--- src/rtl/ucaspian_pkg.sv ---
// ucaspian_pkg: shared widths and the dendrite fire record for the dendrite arbiter slice.
package ucaspian_pkg;
    localparam int DEF_ADDR_W = 8;
    localparam int DEF_CHG_W = 8;
    localparam int DEND_CHG_W = DEF_CHG_W + 1;
    typedef struct packed {
        logic [DEF_ADDR_W-1:0]        addr;
        logic signed [DEND_CHG_W-1:0] charge;
    } dend_fire_t;
endpackage

--- src/rtl/dendrite_arbiter_rr_select.sv ---
// rr_select: combinational round-robin pick, searching upward from last+1 with wrap to 0.
module rr_select #(
    parameter int N = 5,
    parameter int IW = $clog2(N)
) (
    input  logic [N-1:0]  req,
    input  logic [IW-1:0] last,
    output logic [N-1:0]  grant,
    output logic [IW-1:0] idx
);
    logic          found;
    logic [IW-1:0] p;
    always_comb begin
        grant = '0;
        idx = '0;
        found = 1'b0;
        p = '0;
        for (int k = 1; k <= N; k++) begin
            p = IW'((int'(last) + k) % N);
            if (!found && req[p]) begin
                found = 1'b1;
                grant[p] = 1'b1;
                idx = p;
            end
        end
    end
endmodule

--- src/rtl/dendrite_arbiter.sv ---
// dendrite_arbiter: round-robin share of one dendrite among synapse ports plus the incoming port.
// Define UCASPIAN_DEND_IN_PRIORITY_EN to give the incoming port strict priority.
module dendrite_arbiter
    import ucaspian_pkg::*;
#(
    parameter int NUM_SYN = 4,
    parameter int ADDR_W = DEF_ADDR_W,
    parameter int CHG_W = DEF_CHG_W
) (
    input  logic                      clk,
    input  logic                      reset,
    input  logic                      enable,
    input  logic [NUM_SYN*ADDR_W-1:0] syn_addr,
    input  logic [NUM_SYN*CHG_W-1:0]  syn_charge,
    input  logic [NUM_SYN-1:0]        syn_vld,
    output logic [NUM_SYN-1:0]        syn_rdy,
    input  logic [ADDR_W-1:0]         in_addr,
    input  logic [CHG_W-1:0]          in_charge,
    input  logic                      in_vld,
    output logic                      in_rdy,
    output logic [ADDR_W-1:0]         dend_addr,
    output logic signed [CHG_W:0]     dend_charge,
    output logic                      dend_vld,
    input  logic                      dend_rdy
);
    localparam int IN_PORT = NUM_SYN;
    localparam int N = NUM_SYN + 1;
    localparam int IW = $clog2(N);
    logic [IW-1:0]         last_grant, rr_idx, sel_idx, next_last;
    logic [N-1:0]          req, rr_req, rr_gnt, sel_gnt, gnt;
    logic                  load;
    logic [ADDR_W-1:0]     nxt_addr;
    logic signed [CHG_W:0] nxt_chg;
    assign req = {in_vld, syn_vld};
`ifdef UCASPIAN_DEND_IN_PRIORITY_EN
    // Incoming port bypasses the rotation and leaves last_grant untouched.
    assign rr_req = {1'b0, syn_vld};
    assign sel_idx = in_vld ? IW'(IN_PORT) : rr_idx;
    assign sel_gnt = in_vld ? {1'b1, {NUM_SYN{1'b0}}} : rr_gnt;
    assign next_last = in_vld ? last_grant : rr_idx;
`else
    assign rr_req = req;
    assign sel_idx = rr_idx;
    assign sel_gnt = rr_gnt;
    assign next_last = rr_idx;
`endif
    rr_select #(.N(N), .IW(IW)) u_rr (
        .req  (rr_req),
        .last (last_grant),
        .grant(rr_gnt),
        .idx  (rr_idx)
    );
    assign load = ~reset & enable & (~dend_vld | dend_rdy) & (|req);
    assign gnt = load ? sel_gnt : '0;
    assign syn_rdy = gnt[NUM_SYN-1:0];
    assign in_rdy = gnt[IN_PORT];
    // Synapse charges are signed; host charges are unsigned magnitudes.
    always_comb begin
        nxt_addr = in_addr;
        nxt_chg = {1'b0, in_charge};
        for (int i = 0; i < NUM_SYN; i++) begin
            if (sel_idx == IW'(i)) begin
                nxt_addr = syn_addr[i*ADDR_W +: ADDR_W];
                nxt_chg = {syn_charge[(i+1)*CHG_W-1], syn_charge[i*CHG_W +: CHG_W]};
            end
        end
    end
    always_ff @(posedge clk) begin
        if (reset) begin
            dend_vld <= 1'b0;
            dend_addr <= '0;
            dend_charge <= '0;
            last_grant <= IW'(IN_PORT);
        end else if (load) begin
            dend_vld <= 1'b1;
            dend_addr <= nxt_addr;
            dend_charge <= nxt_chg;
            last_grant <= next_last;
        end else if (dend_rdy) begin
            dend_vld <= 1'b0;
        end
    end
endmodule
--- config.mk ---
export PLATFORM = sky130hd
export DESIGN_NAME = dendrite_arbiter
export DESIGN_NICKNAME = d
export VERILOG_FILES = /design/src/rtl/ucaspian_pkg.sv /design/src/rtl/dendrite_arbiter_rr_select.sv /design/src/rtl/dendrite_arbiter.sv
export SDC_FILE = /design/constraint.sdc
export NUM_CORES = 1
export LEC_CHECK = 0
export BUFFER_PORTS_ARGS = -buffer_cell sky130_fd_sc_hd__buf_2
export CORE_MARGIN = 2
export CORE_UTILIZATION = 49
export DETAILED_ROUTE_END_ITERATION = 7
export PLACE_DENSITY = 0.79
export SETUP_SLACK_MARGIN = 0.15
export SKIP_CTS_REPAIR_TIMING = 1
export SYNTH_ARGS = -nofsm -noshare
export SYNTH_HDL_FRONTEND = slang
export SYNTH_HIERARCHICAL = 1
export SYNTH_SLANG_ARGS = --single-unit
--- constraint.sdc ---
create_clock -name clk -period 10.9 [get_ports clk]
set_input_delay 1.09 -clock clk [delete_from_list [all_inputs] [get_ports clk]]
set_output_delay 1.09 -clock clk [all_outputs]
set_load 0.05 [all_outputs]
==> flow_metrics.tcl, run 1 <==
set metrics [dict create \
    status "completed" \
    viasPerCell 6.22 \
    tns_ns 0 \
    final_nets 691 \
    drtPass1Iterations 5 \
    end_kind "register" \
    dieHeight_um 90.8 \
    max-cap-violations 0 \
    cts_sinks 21 \
    die-width_um 90.8 \
    wl_um 11500 \
    grt_pass1_vias 3968 \
    crit_fanout 32 \
    h-tree-depth 1 \
    diodes 0 \
    crit_type "register to register" \
    hold_violations 0 \
    slew_headroom_pct 30.5 \
    core_area_um2 7250 \
    io_pins 112 \
    drt-initial-drc-count 181 \
    ys_ff_latch 21 \
    ys_warn_count 6 \
    fin_crit_sh_pct 64.9 \
    rsz0062_at_grt "no" \
    port_buffers 111 \
    synth_ff_type "dfxtp_1" \
    nFillCells 695 \
    worstPathArrival_ns 7.20 \
    hold_class "register to register" \
    ys_async_sr_fraction_pct 0 \
    die-area_um2 8240 \
    syn-num-nets 607 \
    final_layout_size_suffix_gt1_share_pct 28.5 \
    clock.fmax_mhz 141 \
    preCtsSetupSlack_ns 4.01 \
    crit_path_cell_trace "buf_4 -> inv_1 -> ha_1 -> inv_1 -> ha_1 -> inv_1 -> ha_1 -> and4b_1 -> o21bai_1 -> a221oi_2 -> xnor2_1 -> mux2i_1 -> nand2b_1 -> nor2_1 -> nor2_1 -> o21ai_2 -> and2_1 -> nand2b_1 -> o221ai_1 -> o21ai_2" \
    grt_pass1_wl_um 18200 \
    netlist_instances 492 \
    period_minus_slack_ns 7.07 \
    grt_max_degree 48 \
    clockBufferDepth 2 \
    cts_root_buf "clkbuf_8" \
    yosysSeqAreaShare_pct 11.4 \
    num_rows 31 \
    initial_core_util_pct 50.9 \
    critPathRequiredTime_ns 11.03 \
    clk_latency_ns 0.26 \
    critPathSlowestCell "o21ai_2" \
    skew_ns 0.00606 \
    tightestPinTransition_ns 1.04 \
    grt-ovfl-total 0 \
    drtAntennaViolNets 0 \
    setup-violations-final 0 \
    synth_edf_count 0 \
    yosys.cell_types.count 87 \
    area_growth_pct 15.1 \
    synth_area_um2 3690 \
    cts_buffers 3 \
    vias 4189 \
    clk_pin_slew_ns 0.08 \
    dpl.hpwl_um 9080 \
    gp_congestion 0.970 \
    finalMaxSlewViolations 0 \
    antenna_found_initial 0 \
    critPathMaxStageDelay_ns 0.83 \
    routedWlPerCell_um 17.0 \
    setup_ws_ns 3.83 \
    tritoncts "built" \
    grt_usage_pct 26.0 \
    avgSynthCellArea_um2 7.50 \
    drc 0 \
    crit_path_start_kind "register" \
]
==> metal layers <==
layer	vias up	wire length, µm	global-route usage, %
li1	2031	-	-
met1	1934	4680	30.8
met2	193	5610	47.6
met3	31	801	3.34
met4	0	382	9.74
met5	-	0	0
==> flip-flops by register name, indices dropped and copies added (netlist names) <==
signal	count
dend_vld	1
dend_charge	9
dend_addr	8
last_grant	3
==> placed cells by master (no fill, tap or decap), types with 8 or more instances in the layout <==
master     instances
o2bb2ai_1         12
mux2i_1           12
a211oi_1          14
and2_1             8
nand3_1           28
dfxtp_1           21
xnor2_1            9
nand2b_1          28
o21ai_0           50
ha_1              26
or3b_2            13
a21oi_1           31
nor2_1            20
a31oi_1            8
inv_1             22
buf_2            111
nand2_1           24
==> synthesized netlist by cell type (all sizes together) (7+ instances only) <==
cell / n / share of area [%]
a211oi: 15 / 3.2
a21oi: 32 / 4.4
a31oi: 8 / 1.4
and2: 8 / 1.4
buf: 16 / 3.0
clkbuf: 18 / 2.1
dfxtp: 21 / 11
ha: 26 / 8.8
inv: 25 / 2.5
mux2: 8 / 2.5
mux2i: 12 / 3.3
nand2: 24 / 2.4
nand2b: 28 / 4.7
nand3: 28 / 3.8
nor2: 20 / 2.0
nor3: 7 / 1.1
o211ai: 7 / 1.6
o21ai: 56 / 7.8
o2bb2ai: 12 / 2.8
or3b: 13 / 3.1
xnor2: 12 / 3.8
==> cell families after synthesis <==
kind of cell               count (synthesis)  share of synthesized area (%)
AOI/OAI and AO/OA                        192                           36.3
and+or+nand+nor                          160                           25.6
buffers and inverters                     59                           7.70
adders and majority gates                 27                           9.12
DFF                                       21                           11.4
muxes                                     20                           5.80
xor gates and xnor gates                  13                           4.00
==> layout make-up <==
class / instances / area (µm²) / area share (%)
Tap cell: 99 / 124 / 2.92
Multi-Input combinational cell: 412 / 2990 / 70.5
Timing Repair Buffer: 113 / 571 / 13.4
Inverter: 25 / 93.8 / 2.21
Clock buffer: 4 / 45.0 / 1.06
Sequential cell: 21 / 420 / 9.90
==> critical path, delay by kind of cell, from the launching register on <==
kind / cells / cell delay [ns]
AOI/OAI and AO/OA: 5 / 1.50
xor gates and xnor gates: 1 / 0.60
adders and majority gates: 3 / 1.11
buffers and inverters: 4 / 0.84
DFF: 1 / 0.32
muxes: 1 / 0.56
and+or+nand+nor: 6 / 1.98
==> stage by stage <==
step | hold WS [ns] | utilization, % | instance area [µm²] | cells
finish | 0.473 | 58.5 | 4250 | 674
global route | 0.481 | 58.5 | 4250 | 674
CTS | 0.476 | 58.5 | 4250 | 674
detailed placement | 0.464 | 57.9 | 4200 | 670
global placement | 0.444 | 57.9 | 4200 | 670
floorplan | 0.493 | - | 3690 | 492
==> final timing paths <==
check | startpoint | end | slack (ns) | depth (start not counted)
max | last_grant[0] | dend_charge[2] | 3.83 | 20
min | dend_charge[1] | dend_charge[1] | 0.47 | 2
max reg2reg | last_grant[0] | dend_charge[2] | 3.83 | 20
min reg2reg | dend_charge[1] | dend_charge[1] | 0.47 | 2
Power of run 1 is left out: the tool's default activity adds up to more than one toggle a clock period on the data nets, which glitch-free logic cannot reach.
==> run 2: changes to the inputs <==
==> constraint.sdc (replaced) <==
create_clock -name clk -period 7.4 [get_ports clk]
set_input_delay 0.74 -clock clk [delete_from_list [all_inputs] [get_ports clk]]
set_output_delay 0.74 -clock clk [all_outputs]
set_load 0.05 [all_outputs]
==> run 2 against run 1 <==
Highest routed layer unchanged. Via count grew 1.4%. Core utilization rose by 0.26 points. Worst setup slack worse by 2.9 ns. Wire length rose by 0.30%. Register-to-register slack got worse by 2.9 ns. Worst hold slack worse by 0.0045 ns. Critical path depth did not move. Non-clock buffer count grew 2.
==> flow_metrics.tcl, run 2 (synthesis results as in run 1) <==
set metrics [dict create \
    status "completed" \
    tightestPinTransition_ns 0.755 \
    dpl.hpwl_um 9090 \
    h-tree-depth 1 \
    preCtsSetupSlack_ns 0.584 \
    gp_congestion 0.908 \
    cts_root_buf "clkbuf_8" \
    max-cap-violations 0 \
    nFillCells 673 \
    wl_um 11500 \
    drtAntennaViolNets 0 \
    drc 0 \
    final_layout_size_suffix_gt1_share_pct 29.1 \
    viasPerCell 6.28 \
    worstPathArrival_ns 6.62 \
    tritoncts "built" \
    area_growth_pct 15.6 \
    hold_violations 0 \
    reg.largest.list "dend_charge (9), dend_addr (8), last_grant (3)" \
    cts_buffers 3 \
    fin_crit_sh_pct 87.7 \
    final_common_cell "buf_2" \
    top_register "dend_charge" \
    diodes 0 \
    setup_ws_ns 0.909 \
    period_minus_slack_ns 6.49 \
    hold_class "register to register" \
    crit_type "register to register" \
    clk_pin_slew_ns 0.08 \
    r2r_slack_ns 0.91 \
    r2r-end "dend_charge[2]" \
    largest_register_ffs 9 \
    cts_sinks 21 \
    clockBufferDepth 2 \
    crit_start "last_grant[1]" \
    tns_ns 0 \
    vias 4248 \
    grt_pass1_wl_um 18200 \
    die-width_um 90.8 \
    rsz0062_at_grt "no" \
    port_buffers 111 \
    grt_max_degree 48 \
    crit_fanout 33 \
    antenna_found_initial 0 \
    clk_latency_ns 0.26 \
    final_nets 693 \
    routedWlPerCell_um 17.0 \
    rr_worst_depth 20 \
    critPathRequiredTime_ns 7.53 \
    num_rows 31 \
    drt-initial-drc-count 224 \
    most-common-layout-cells "buf_2, o21ai_0, a21oi_1" \
    clock.fmax_mhz 154 \
    cp-endpoint "dend_charge[2]" \
    io_pins 112 \
    slew_headroom_pct 49.3 \
    dieHeight_um 90.8 \
    rr_startpoint "last_grant[1]" \
    grt_pass1_vias 3922 \
    skew_ns 0.00507 \
    drtPass1Iterations 5 \
    grt-ovfl-total 0 \
    finalMaxSlewViolations 0 \
    core_area_um2 7250 \
    die-area_um2 8240 \
    end_kind "register" \
    min_path_cells 2 \
    initial_core_util_pct 50.9 \
    setup-violations-final 0 \
    grt_usage_pct 26.1 \
    crit_path_start_kind "register" \
]
==> run 2: cell count changes in the layout (fill, tap and decap cells not counted), sizes merged <==
cell / before / now
buf: 113 / 115
==> run 2: critical path: stages (launching register included) <==
cell,delay (ns)
dfxtp_1,0.69
inv_1,0.21
ha_1,0.65
inv_1,0.24
ha_1,0.28
or2_2,0.34
o211ai_1,0.21
nand2_1,0.13
ha_1,0.32
nand2b_1,0.12
a31o_2,0.22
mux2_4,0.33
o211a_1,0.12
o32ai_2,0.31
nor3b_2,0.43
a221oi_1,0.18
nand2_2,0.39
and2_2,0.41
nand2b_1,0.37
o221ai_1,0.34
o21ai_2,0.06
==> run 2: area by class of cell <==
cell class / count / area (µm²) / area share (%)
multi-input combinational: 412 / 3000 / 70.3
timing repair buffer: 115 / 586 / 13.7
sequential: 21 / 420 / 9.86
tap: 99 / 124 / 2.90
inverter: 25 / 93.8 / 2.20
clock buffer: 4 / 45.0 / 1.06
==> run 2: per-stage QoR <==
stage,hold WS [ns],cell area [µm²],std cells,utilization [%]
final,0.469,4270,676,58.8
after global routing,0.485,4270,676,58.8
after global placement,0.446,4220,672,58.1
after CTS,0.466,4260,676,58.8
after detailed placement,0.452,4220,672,58.1
after floorplan,0.493,3690,492,-
==> run 2: worst min-delay path by stage <==
stage	slack [ns]	start	endpoint
finish	0.47	dend_charge[8]	dend_charge[8]
floorplan	0.49	last_grant[0]	last_grant[0]
CTS	0.47	dend_charge[8]	dend_charge[8]
global route	0.48	dend_charge[5]	dend_charge[5]
detailed placement	0.45	dend_charge[8]	dend_charge[8]
global placement	0.45	dend_charge[8]	dend_charge[8]
==> run 2: metal layers <==
layer  up-vias  wire length [µm]  GRT usage, %
li1       2032                 -             -
met1      1986              4540          31.6
met2       195              5800          46.3
met3        35               806          4.51
met4         0               368          8.97
met5         -                 0             0
Power of run 2 is left out for the same reason.
==> run 3: changes to the inputs <==
--- a/config.mk
+++ b/config.mk
@@ -6,9 +6,11 @@
 export NUM_CORES = 1
 export LEC_CHECK = 0
 export BUFFER_PORTS_ARGS = -buffer_cell sky130_fd_sc_hd__buf_2
+export CORE_ASPECT_RATIO = 1.75
 export CORE_MARGIN = 2
 export CORE_UTILIZATION = 49
 export DETAILED_ROUTE_END_ITERATION = 7
+export GPL_ROUTABILITY_DRIVEN = 1
 export PLACE_DENSITY = 0.79
 export SETUP_SLACK_MARGIN = 0.15
 export SKIP_CTS_REPAIR_TIMING = 1
==> run 3 against run 2 <==
Register-to-register slack gained 0.09 ns. Non-clock buffer count grew 3. Sequential cell count is the same. Global-route usage grew 0.89 points. Cell area grew 0.85%. Maximum frequency grew 1.4%. Via count shrank 1.5%. Wire length shrank 0.74%. Critical path depth grew 1. Clock-buffer cell count is the same. Worst setup slack gained 0.091 ns. Sequential share of layout area shrank 0.083 points.
==> flow_metrics.tcl, run 3 (synthesis results as in run 1) <==
set metrics [dict create \
    port_buffers 111 \
    initial_core_util_pct 51.0 \
    rsz0062_at_grt "no" \
    grt_pass1_vias 4213 \
    final_layout_size_suffix_gt1_share_pct 29.1 \
    antenna_found_initial 0 \
    drtPass1Iterations 5 \
    crit_type "register to register" \
    die-area_um2 8260 \
    clockBufferDepth 2 \
    vias 4186 \
    routedWlPerCell_um 17.2 \
    period_minus_slack_ns 6.40 \
    setup-violations-final 0 \
    skew_ns 0.000933 \
    final_nets 696 \
    h-tree-depth 1 \
    grt-ovfl-total 0 \
    cts_buffers 3 \
    clock.fmax_mhz 156 \
    dieHeight_um 119 \
    gp_congestion 0.984 \
    end_kind "register" \
    grt_pass1_wl_um 18500 \
    die-width_um 69.6 \
    drt-initial-drc-count 168 \
    diodes 0 \
    crit_path_start_kind "register" \
    worstPathArrival_ns 6.51 \
    slew_headroom_pct 40.4 \
    top_register "dend_charge" \
    crit_fanout 16 \
    reg.largest.list "dend_charge (9), dend_addr (8), last_grant (3)" \
    viasPerCell 6.29 \
    dpl.hpwl_um 9240 \
    most-common-layout-cells "buf_2, o21ai_0, a21oi_1" \
    drc 0 \
    hold_violations 0 \
    clk_pin_slew_ns 0.06 \
    status "completed" \
    cts_root_buf "clkbuf_16" \
    max-cap-violations 0 \
    clk_latency_ns 0.25 \
    area_growth_pct 16.6 \
    finalMaxSlewViolations 0 \
    tns_ns 0 \
    critPathRequiredTime_ns 7.51 \
    grt_usage_pct 27.0 \
    hold_class "register to register" \
    fin_crit_sh_pct 86.5 \
    tritoncts "built" \
    drtAntennaViolNets 0 \
    r2r_slack_ns 1.0 \
    grt_max_degree 33 \
    io_pins 112 \
    final_common_cell "buf_2" \
    largest_register_ffs 9 \
    num_rows 41 \
    core_area_um2 7230 \
    cts_sinks 21 \
    wl_um 11400 \
    tightestPinTransition_ns 0.888 \
]
==> run 3: cell types whose count changed in the layout (fill, tap and decap cells not counted), sizes merged <==
cell	delta
buf	+3
==> run 3: final timing paths <==
kind	to	depth (start not counted)	from
hold reg to reg	dend_charge[8]	2	dend_charge[8]
hold / removal	dend_charge[8]	2	dend_charge[8]
setup reg to reg	dend_charge[7]	21	last_grant[1]
setup / recovery	dend_charge[7]	21	last_grant[1]
==> run 3: stage by stage <==
step                utilization (%)  hold WS, ns  cells  setup slack (ns)  cell area [µm²]
floorplan                         -        0.493    492              1.38             3690
global placement               58.4        0.447    662              1.21             4220
detailed placement             58.4        0.448    662              1.09             4220
CTS                            59.5        0.457    666              1.08             4300
global route                   59.5        0.499    666             0.542             4300
finish                         59.5        0.459    666              1.00             4300
==> run 3: routing by layer <==
| layer | GRT usage [%] | up-vias | wire length (µm) |
|---|---|---|---|
| li1 | - | 2033 | - |
| met1 | 25.9 | 1920 | 4150 |
| met2 | 51.6 | 177 | 6080 |
| met3 | 2.30 | 56 | 507 |
| met4 | 19.9 | 0 | 687 |
| met5 | 0 | - | 0 |
==> run 3: layout make-up <==
type | count | area, µm²
repair buffers | 118 | 608
clock buffers | 4 | 78.8
multi-input cells | 412 | 2990
flip-flops and latches | 21 | 420
well taps | 86 | 108
fillers | 668 | 2930
inverters | 25 | 93.8
==> run 3: worst max-delay path, cell delays in order (launching register included) <==
cell and delay [ns]:
dfxtp_1 0.65, inv_1 0.19, ha_1 0.36, xnor2_2 0.40, inv_1 0.14, ha_1 0.25, or2_2 0.34, o211ai_1 0.23
nand2_1 0.14, ha_1 0.32, nand2b_1 0.12, a31o_2 0.22, mux2_4 0.33, o211a_1 0.12, o32ai_2 0.31, nor3b_2 0.44
a221oi_1 0.19, nand2_1 0.41, nand2b_1 0.46, o22a_1 0.37, o221ai_1 0.17, o21ai_0 0.09
Power of run 3 is left out for the same reason.
